**src/rtl/bus_initiator.sv**
```systemverilog
// rtl/bus_initiator.sv - single-access load/store initiator for the peripheral bus
module bus_initiator #(
  parameter int TIMEOUT_CYCLES = 255
) (
  input  logic        clk,
  input  logic        rst_n,
  input  logic        i_req_valid,
  output logic        o_req_ready,
  input  logic        i_req_we,
  input  logic [31:0] i_req_addr,
  input  logic [1:0]  i_req_size,
  input  logic        i_req_unsigned,
  input  logic [31:0] i_req_wdata,
  output logic        o_resp_valid,
  output logic [31:0] o_resp_rdata,
  output logic        o_resp_err,
  output logic        o_rd,
  output logic        o_wr,
  output logic [31:0] o_addr,
  output logic [3:0]  o_wrmask,
  output logic [31:0] o_data,
  input  logic        i_rd_valid,
  input  logic        i_wr_valid,
  input  logic [31:0] i_data
);

  localparam int CW = $clog2(TIMEOUT_CYCLES + 1);

  typedef enum logic [1:0] {IDLE, BUS, RESP} state_t;

  state_t        state_q, state_d;
  logic [CW-1:0] cnt_q, cnt_d;
  logic          we_q, we_d;
  logic [1:0]    off_q, off_d;
  logic [1:0]    size_q, size_d;
  logic          uns_q, uns_d;
  logic          rd_q, rd_d;
  logic          wr_q, wr_d;
  logic [31:0]   addr_q, addr_d;
  logic [3:0]    wrmask_q, wrmask_d;
  logic [31:0]   data_q, data_d;
  logic [31:0]   rdata_q, rdata_d;
  logic          err_q, err_d;

  logic          misaligned;
  logic          match_valid;
  logic [31:0]   shifted;
  logic [31:0]   load_ext;

  always_comb begin
    misaligned = (i_req_size == 2'd3) ||
                 ((i_req_size == 2'd1) && i_req_addr[0]) ||
                 ((i_req_size == 2'd2) && (i_req_addr[1:0] != 2'b00));
    match_valid = we_q ? i_wr_valid : i_rd_valid;
    shifted     = i_data >> {off_q, 3'b000};
    case (size_q)
      2'd0:    load_ext = uns_q ? {24'b0, shifted[7:0]}  : {{24{shifted[7]}}, shifted[7:0]};
      2'd1:    load_ext = uns_q ? {16'b0, shifted[15:0]} : {{16{shifted[15]}}, shifted[15:0]};
      default: load_ext = i_data;
    endcase
  end

  always_comb begin
    state_d  = state_q;
    cnt_d    = cnt_q;
    we_d     = we_q;
    off_d    = off_q;
    size_d   = size_q;
    uns_d    = uns_q;
    rd_d     = rd_q;
    wr_d     = wr_q;
    addr_d   = addr_q;
    wrmask_d = wrmask_q;
    data_d   = data_q;
    rdata_d  = rdata_q;
    err_d    = err_q;

    case (state_q)
      IDLE: begin
        if (i_req_valid) begin
          we_d    = i_req_we;
          off_d   = i_req_addr[1:0];
          size_d  = i_req_size;
          uns_d   = i_req_unsigned;
          rdata_d = 32'b0;
          cnt_d   = '0;
          if (misaligned) begin
            err_d   = 1'b1;
            state_d = RESP;
          end else begin
            err_d   = 1'b0;
            state_d = BUS;
            rd_d    = ~i_req_we;
            wr_d    = i_req_we;
            addr_d  = {i_req_addr[31:2], 2'b00};
            if (i_req_we) begin
              case (i_req_size)
                2'd0: begin
                  wrmask_d = 4'b0001 << i_req_addr[1:0];
                  data_d   = {4{i_req_wdata[7:0]}};
                end
                2'd1: begin
                  wrmask_d = i_req_addr[1] ? 4'b1100 : 4'b0011;
                  data_d   = {2{i_req_wdata[15:0]}};
                end
                default: begin
                  wrmask_d = 4'b1111;
                  data_d   = i_req_wdata;
                end
              endcase
            end else begin
              wrmask_d = 4'b0;
              data_d   = 32'b0;
            end
          end
        end
      end
      BUS: begin
        cnt_d = cnt_q + CW'(1);
        // A valid in the final wait cycle still completes the access cleanly.
        if (match_valid || (cnt_q == CW'(TIMEOUT_CYCLES - 1))) begin
          state_d  = RESP;
          err_d    = ~match_valid;
          rdata_d  = (match_valid && !we_q) ? load_ext : 32'b0;
          rd_d     = 1'b0;
          wr_d     = 1'b0;
          addr_d   = 32'b0;
          wrmask_d = 4'b0;
          data_d   = 32'b0;
        end
      end
      default: begin
        state_d = IDLE;
      end
    endcase
  end

  always_ff @(posedge clk or negedge rst_n) begin
    if (!rst_n) begin
      state_q  <= IDLE;
      cnt_q    <= '0;
      we_q     <= 1'b0;
      off_q    <= 2'b0;
      size_q   <= 2'b0;
      uns_q    <= 1'b0;
      rd_q     <= 1'b0;
      wr_q     <= 1'b0;
      addr_q   <= 32'b0;
      wrmask_q <= 4'b0;
      data_q   <= 32'b0;
      rdata_q  <= 32'b0;
      err_q    <= 1'b0;
    end else begin
      state_q  <= state_d;
      cnt_q    <= cnt_d;
      we_q     <= we_d;
      off_q    <= off_d;
      size_q   <= size_d;
      uns_q    <= uns_d;
      rd_q     <= rd_d;
      wr_q     <= wr_d;
      addr_q   <= addr_d;
      wrmask_q <= wrmask_d;
      data_q   <= data_d;
      rdata_q  <= rdata_d;
      err_q    <= err_d;
    end
  end

  assign o_req_ready  = (state_q == IDLE);
  assign o_resp_valid = (state_q == RESP);
  assign o_resp_rdata = rdata_q;
  assign o_resp_err   = err_q;
  assign o_rd         = rd_q;
  assign o_wr         = wr_q;
  assign o_addr       = addr_q;
  assign o_wrmask     = wrmask_q;
  assign o_data       = data_q;

endmodule

```
**config.mk**
```make
export PLATFORM = sky130hd
export DESIGN_NAME = bus_initiator
export DESIGN_NICKNAME = d
export VERILOG_FILES = /design/src/rtl/bus_initiator.sv
export SDC_FILE = /design/constraint.sdc
export NUM_CORES = 1
export LEC_CHECK = 0
export ABC_AREA = 1
export CAP_MARGIN = 20
export CORE_MARGIN = 2
export CORE_UTILIZATION = 45
export DETAILED_ROUTE_END_ITERATION = 6
export GPL_TIMING_DRIVEN = 0
export MAX_ROUTING_LAYER = met4
export PLACE_DENSITY_LB_ADDON = 0.08
export SLEW_MARGIN = 20
export SYNTH_ARGS = -nofsm -noshare
export SYNTH_HDL_FRONTEND = slang
export SYNTH_SLANG_ARGS = --single-unit
```
**constraint.sdc**
```tcl
create_clock -name clk -period 1.71 [get_ports clk]
set_input_delay 0.2565 -clock clk [delete_from_list [all_inputs] [get_ports clk]]
set_output_delay 0.2565 -clock clk [all_outputs]
set_load 0.05 [all_outputs]
```
# --- Word-level counts from Yosys, hierarchy flattened ---
# Cells that the tools add are included.
totals:
  output_inout_bits: 105
  in_bits: 105
  wordCells: 86
  reg_bits: 119
classes:
  reduce_logical: 17
  n_shift: 2
  n_bitwise: 2
  n_eq_ne: 10
  addsub: 1
  n_mux: 41
op_table:
  columns: ["cell", "count"]
  rows:
  - ["$mux W32", 11]
  - ["$pmux W32 S2", 5]
  - ["$shr A32 B5 Y16", 1]
  - ["$mux W4", 5]
  - ["$pmux W4 S2", 2]
  - ["$pmux W8 S2", 1]
  - ["$mux W1", 9]
  - ["$add A8 B1 Y8 const B", 1]
  - ["$eq A8 B8 Y1 const B", 1]
  - ["$mux W8", 1]
  - ["$eq A2 B1 Y1 const B", 3]
  - ["$eq A2 B2 Y1 const B", 3]
  - ["$logic_not A2 Y1", 3]
  - ["$mux W2", 3]
  - ["$ne A2 B2 Y1 const B", 3]
  - ["$pmux W1 S2", 3]
  - ["$reduce_and A2 Y1", 3]
  - ["$pmux W2 S2", 1]
  - ["$reduce_and A4 Y1", 1]
  - ["$reduce_bool A2 Y1", 2]
  - ["$shl A1 B2 Y4 const A", 1]
  - ["$logic_and A1 B1 Y1", 3]
  - ["$logic_or A1 B1 Y1", 3]
  - ["$reduce_and A3 Y1", 1]
  - ["other kinds (2)", 3]

# --- Longest topological paths before layout ---
# Gate-level depths: netlist of run 1.
depth:
  ltp_word: 7
  ltp_mapped: 10
  depth_no_buf: 9

# --- Worst setup path after synthesis of run 1 ---
# No wires, ideal clock.
synth_timing:
  path_kind: "register to register"
  start: "register state_q[1]"
  end: "register addr_q[10], in the netlist o_addr[10]"
  synth_period_minus_slack_ns: 1.481
  arrival_time_ns: 1.358
  path_buffers: 2
  slack_ns: 0.229
  path_stages_with_launch: 11
  setup_ns: 0.122
  t_required_ns: 1.588
  cell_sequence: "dfrtp_1 inv_2 nand2_1 nor2_2 nor2_2 inv_2 nand3_2 buf_4 buf_4 nand2_1 o21ai_1"
synth_via:
  elab_chain_len: 3
  word_cells_on_any_way: 8
  classes_between: "eq/ne: 4; mux: 1; reduce/logical: 3"
synth_lines:
  columns: ["item", "line_no", "rtl"]
  rows:
  - ["start, declared", "31", "state_t state_q, state_d;"]
  - ["start signal, assigned", "154", "state_q <= state_d;"]
  - ["$eq A2 B1 Y1 or $logic_not A2 Y1 (tied branches)", "78", "case (state_q)"]
  - ["$ne A2 B2 Y1 (no line) or $reduce_bool A2 Y1 (tied branches)", null, null]
  - ["$reduce_and A4 Y1 (no line)", null, null]
  - ["end signal, assigned", "162", "addr_q <= addr_d;"]
  - ["end, declared", "39", "logic [31:0] addr_q, addr_d;"]
# Parallel ways exist; a longest one is shown, timed or not.
# A chain may end at the register's enable or synchronous reset.

# --- Worst setup path after layout of run 1 ---
layout_timing:
  start: "register state_q[0]"
  end: "register data_q[23], in the netlist o_data[23]"
layout_via:
  elab_chain_len: 3
  word_cells_on_any_way: 8
  classes_between: "eq/ne: 4; mux: 1; reduce/logical: 3"
layout_lines:
  columns: ["item", "line_no", "rtl"]
  rows:
  - ["$eq A2 B1 Y1 or $logic_not A2 Y1 (tied branches)", "78", null]
  - ["$ne A2 B2 Y1 (no line) or $reduce_bool A2 Y1 (tied branches)", null, null]
  - ["$reduce_and A4 Y1 (no line)", null, null]
  - ["end signal, assigned", "164", "data_q <= data_d;"]
  - ["end, declared", "41", "logic [31:0] data_q, data_d;"]
# Parallel ways exist; a longest one is shown, timed or not.

==> results of run 1 <==
routing by layer:
layer | part of all wire | track usage | up-vias
li1 | - | - | 3011
met1 | 0.44 | 0.384 | 2962
met2 | 0.48 | 0.441 | 251
met3 | 0.068 | 0.0603 | 25
met4 | 0.017 | 0.0848 | 0
met5 | 0 | - | -
sequential cells by signal (all words and copies together) (netlist names):
| name | cells |
|---|---|
| o_resp_rdata | 32 |
| o_data | 32 |
| cnt_q | 8 |
| o_resp_err | 1 |
| state_q | 2 |
| we_q | 1 |
| off_q | 2 |
| uns_q | 1 |
| o_addr | 30 |
| o_wrmask | 4 |
| size_q | 2 |
| o_rd | 1 |
| o_wr | 1 |
worst register-to-register path: cells and delay by family, from the launching register on:
family | cells | cell delay, ns
buf+inv | 5 | 0.72
compound gates | 1 | 0.08
flops | 1 | 0.40
simple gates | 3 | 0.35
what timing repair did:
item                                    in CTS  in global routing
resized for setup                          117                 37
hold buffers                                 1                  0
endpoints found under the setup margin     193                 99
setup buffers                                0                  8
pin swaps                                    0                  2
hold endpoints to repair                    37                  0
synth_stat cells (6+ instances only):
master / instances
nand2_1: 307
dfrtp_1: 117
o21ai_1: 64
inv_1: 57
nand3_1: 51
nor2_1: 48
o21ai_0: 36
a21oi_1: 18
buf_2: 16
clkbuf_1: 15
buf_4: 12
inv_2: 10
o2111ai_1: 8
o31ai_1: 7
nor2_2: 6
o22ai_1: 6
per-stage QoR:
stage | power [W] | instances | setup WS, ns | area, um2
floorplan | 0.0104 | 794 | 0.229 | 5900
global placement | 0.0135 | 1173 | -4.18 | 8180
detailed placement | 0.0136 | 1174 | -0.475 | 8210
CTS | 0.0173 | 1207 | -0.00388 | 8810
global route | 0.0185 | 1215 | -0.0557 | 8960
finish | 0.0175 | 1215 | 0.0413 | 8960
power by group through the flow:
| stage | Sequential [W] | Combinational, W | Clock [W] |
|---|---|---|---|
| 2_1_floorplan | 0.00748 | 0.00297 | 0 |
| 6_report | 0.00434 | 0.00900 | 0.00419 |
| 3_3_place_gp | 0.00435 | 0.00918 | 0 |
| 5_1_grt | 0.00447 | 0.00965 | 0.00437 |
| 4_1_cts | 0.00432 | 0.00871 | 0.00422 |
| 3_5_place_dp | 0.00438 | 0.00927 | 0 |
logic make-up (layout without fill, tap and decap cells):
kind of cell / after synthesis / after routing / share of synthesized area
other: 1 / 2 / 0.000636
flip-flops: 117 / 117 / 0.497
AND/OR/NAND/NOR: 420 / 420 / 0.286
adder cells (fa/ha/maj): 2 / 2 / 0.00425
AO/OA/AOI/OAI: 141 / 141 / 0.130
buffers and inverters: 112 / 361 / 0.0824
worst paths after layout:
check / end / start
max: o_data[23] / state_q[0]
min: o_resp_rdata[5] / rst_n
max reg2reg: o_data[23] / state_q[0]
max in group asynchronous: off_q[0] / rst_n
min reg2reg: o_resp_rdata[12] / o_resp_rdata[12]
min in group clk: o_addr[31] / i_req_addr[31]
area by class of cell:
cell class | instances | area, um2 | area share
Sequential cell | 117 | 2930 | 0.327
Multi-Input combinational cell | 565 | 2550 | 0.284
Timing Repair Buffer | 217 | 2040 | 0.228
Clock buffer | 19 | 443 | 0.0494
Buffer | 45 | 282 | 0.0314
Clock inverter | 13 | 251 | 0.0281
Inverter | 67 | 251 | 0.0281
Tap cell | 172 | 215 | 0.0240
==> impl_metrics.tcl, run 1 <==
set metrics [dict create \
    slew-limit-headroom 0.601 \
    cp.depth 9 \
    dr.pass1.iters 5 \
    clock_latency_ns 0.42 \
    antenna_found_initial 0 \
    rsz0062_at_grt "true" \
    cap_violations 0 \
    synth_edf_count 0 \
    drtIter0Drc 555 \
    fin_skew_ns 0.00600 \
    ys_ff_latch 117 \
    worstPathCellList "inv_2 -> nor2_4 -> buf_4 -> nor2_4 -> inv_2 -> nand3_2 -> buf_6 -> clkbuf_4 -> o21ai_1" \
    synthArstFlopShare 1.00 \
    gp_congestion 0.923 \
    yosysTopAreaCell "dfrtp_1" \
    fmax_mhz 599 \
    start_util 0.463 \
    postSynthCellCount 793 \
    area_growth_pct 52.1 \
    die_w_um 118 \
    powerDensity_nw_per_um2 1960 \
    avgSynthCellArea_um2 7.43 \
    cp_data_required_time_ns 2.00 \
    swShare 0.477 \
    fillers 1138 \
    grt_pass1_wl_mm 30.8 \
    drive_above_1_share 0.105 \
    synth_top_area_frac 0.497 \
    vias 6249 \
    ys.flop_type "dfrtp_1" \
    maxSlewViolCount 0 \
    synth_warnings 0 \
    critical_path_buf_inv_count 5 \
    finish.utilization 0.704 \
    fin_crit_sh 0.976 \
    die_h_um 118 \
    cts_tree "built" \
    setup_viol 0 \
    reg2regPathDepth 9 \
    hold_path.class "in2async" \
    drt-total-wl_mm 19.2 \
    synth_area_leaders "dfrtp_1 50%, nand2_1 20%, o21ai_1 5.4%" \
    cts_root_buf "clkbuf_16" \
    critPathMaxStageDelay_ns 0.40 \
    cp_slowest_cell "dfrtp_1" \
    insertedDiodeCount 0 \
    cts_buffers 17 \
    hpwl_mm 13.8 \
    layout_commonest_cell "nand2_1" \
    ant_nets 0 \
    wl_per_cell_um 15.8 \
    seqPwrFrac 0.248 \
    drc 0 \
    intPower_w 0.00917 \
    status "finished clean" \
    numPortBuffers 207 \
    hold_violations 0 \
    overflow 0 \
    cp_top_family "buffers and inverters" \
    r2r_slack_ns 0.04 \
    htreeDepth 4 \
    p_clk_frac 0.239 \
    rows 41 \
    grt_max_degree 81 \
    p_sw_w 0.00836 \
    setup-tns-final_ns 0 \
    die-area_um2 14000 \
    cts.sinks 117 \
    ys_seq_area_frac 0.497 \
    final_cell_mix "304 x nand2_1, 116 x dfrtp_1, 103 x clkdlybuf4s50_1, 101 x dlygate4sd2_1, 62 x o21ai_1" \
    worstMarginPinSlew_ns 0.596 \
    clockBufferDepth 2 \
    p_comb_frac 0.513 \
    setup.worst_path.start_class "flop" \
    core_um2 12700 \
    cp_max_fo 10 \
    period_minus_slack_ns 1.67 \
    path_clk_slew_ns 0.05 \
    ioPinCount 210 \
    fin_nets 1137 \
    fin_hold_ws_ns 0.318 \
    path_class "reg2reg" \
    grtUsageTotal 0.286 \
    irDropWorstVdd_mv 1.13 \
    synth_cell_type_count 26 \
    cp-end-kind "flop" \
    syn_area_um2 5890 \
    p_leak_nw 4.76 \
    viasPerCell 5.14 \
    cp.arrival_ns 1.96 \
    grt_pass1_vias 5955 \
]
No activity file was read; power rests on OpenSTA's default activity.
==> inputs of run 2 (changes only) <==
Settings changed: CAP_MARGIN 20 to 0, CORE_MARGIN 2 to default, CTS_CLUSTER_SIZE from default to 14.
==> impl_metrics.tcl, run 2 (synthesis results as in run 1) <==
set metrics [dict create \
    cp.depth 1 \
    hold_violations 0 \
    gp_congestion 0.902 \
    dr.pass1.iters 5 \
    die-area_um2 13600 \
    fin_hold_ws_ns 0.298 \
    cts.sinks 117 \
    overflow 0 \
    cp-end-kind "primary output" \
    worstMarginPinSlew_ns 0.615 \
    setup_viol 0 \
    use_met3 0.0716 \
    insertedDiodeCount 0 \
    layout_setup_ws_ns 0.0838 \
    met1_usage 0.364 \
    cp_max_fo 2 \
    cp_data_required_time_ns 1.45 \
    finish.utilization 0.698 \
    fin_nets 1135 \
    reg2regPathDepth 9 \
    start_util 0.465 \
    p_leak_nw 4.69 \
    fin_crit_sh 0.951 \
    viasPerCell 5.02 \
    grt_pass1_vias 5619 \
    cts_buffers 17 \
    clock_latency_ns 0.42 \
    grt_pass1_wl_mm 27.6 \
    vias 6086 \
    slew-limit-headroom 0.589 \
    fmax_mhz 615 \
    r2r_start "off_q[0]" \
    critical_path_buf_inv_count 1 \
    drive_above_1_share 0.0989 \
    pre_cts_ws_ns -0.548 \
    ant_nets 0 \
    die_w_um 116 \
    ioPinCount 210 \
    cp_slowest_cell "dlygate4sd2_1" \
    setup.worst_path.start_class "flop" \
    drc 0 \
    drtIter0Drc 452 \
    htreeDepth 4 \
    fin_skew_ns 0.00801 \
    path_clk_slew_ns 0.06 \
    core_um2 12700 \
    final_cell_mix "304 x nand2_1, 116 x dfrtp_1, 103 x clkdlybuf4s50_1, 101 x dlygate4sd2_1, 63 x o21ai_1" \
    numPortBuffers 207 \
    hpwl_mm 13.5 \
    wl_per_cell_um 15.1 \
    clockBufferDepth 2 \
    cp_top_family "buffers and inverters" \
    grtUsageTotal 0.281 \
    cap_violations 0 \
    hold_path.class "in2async" \
    use_met2 0.429 \
    area_growth_pct 50.1 \
    grt.busiest_layer "met2" \
    worstPathCellList "dlygate4sd2_1" \
    path_class "reg2out" \
    r2r_slack_ns 0.09 \
    die_h_um 116 \
    layout_commonest_cell "nand2_1" \
    maxSlewViolCount 0 \
    powerDensity_nw_per_um2 1880 \
    status "finished clean" \
    cts_root_buf "clkbuf_16" \
    cp.arrival_ns 1.37 \
    grt_max_degree 82 \
    rr_endpoint "o_resp_rdata[31]" \
    cts_tree "built" \
    setup-tns-final_ns 0 \
    critPathMaxStageDelay_ns 0.57 \
    irDropWorstVdd_mv 1.13 \
    drt-total-wl_mm 18.3 \
    rows 41 \
    period_minus_slack_ns 1.63 \
    antenna_found_initial 0 \
]
## run 2: stage by stage
| stage | power (W) | area, um2 | std cells |
|---|---|---|---|
| 5_1_grt | 0.0176 | 8840 | 1213 |
| 3_5_place_dp | 0.0136 | 8210 | 1174 |
| 2_1_floorplan | 0.0104 | 5900 | 794 |
| 3_3_place_gp | 0.0135 | 8180 | 1173 |
| 6_report | 0.0167 | 8840 | 1213 |
| 4_1_cts | 0.0163 | 8670 | 1207 |
## run 2: worst max path at each step
stage / startpoint / to / slack, ns
6_report: o_addr[10] / o_addr[10] / 0.08
3_5_place_dp: i_req_size[0] / o_addr[6] / -0.55
3_3_place_gp: rst_n / cnt_q[4] / -4.10
2_1_floorplan: state_q[1] / o_addr[10] / 0.23
4_1_cts: state_q[0] / o_resp_rdata[1] / -0.15
5_1_grt: state_q[0] / o_addr[30] / -0.0009
## run 2: report_power, final
group / leakage, nW / total (W) / switching, W / internal, W
combinational: 2.89 / 0.00897 / 0.00647 / 0.00250
sequential: 1.54 / 0.00435 / 0.000565 / 0.00378
clock: 0.263 / 0.00335 / 0.00131 / 0.00204
## run 2: area by class of cell
cell class	count	area, um2
Clock buffer	22	494
Buffer	45	303
Sequential cell	117	2930
Multi-Input combinational cell	565	2550
Timing Repair Buffer	215	2030
Fill cell	1123	3830
Inverter	67	254
Clock inverter	10	72.6
Tap cell	172	215
## run 2: timing repair
action                     4_1_cts  5_1_grt
gates cloned                     0        0
hold buffers                     1        0
pin swaps                        0        2
hold endpoints to repair        36        0
buffers inserted                 0        6
resized for setup              107       50
setup endpoints to repair      193      101
## run 2: routing by layer
layer | share of wire | vias up
met5 | 0 | -
met4 | 0.018 | 0
met3 | 0.068 | 26
met2 | 0.47 | 205
met1 | 0.44 | 2835
li1 | - | 3020
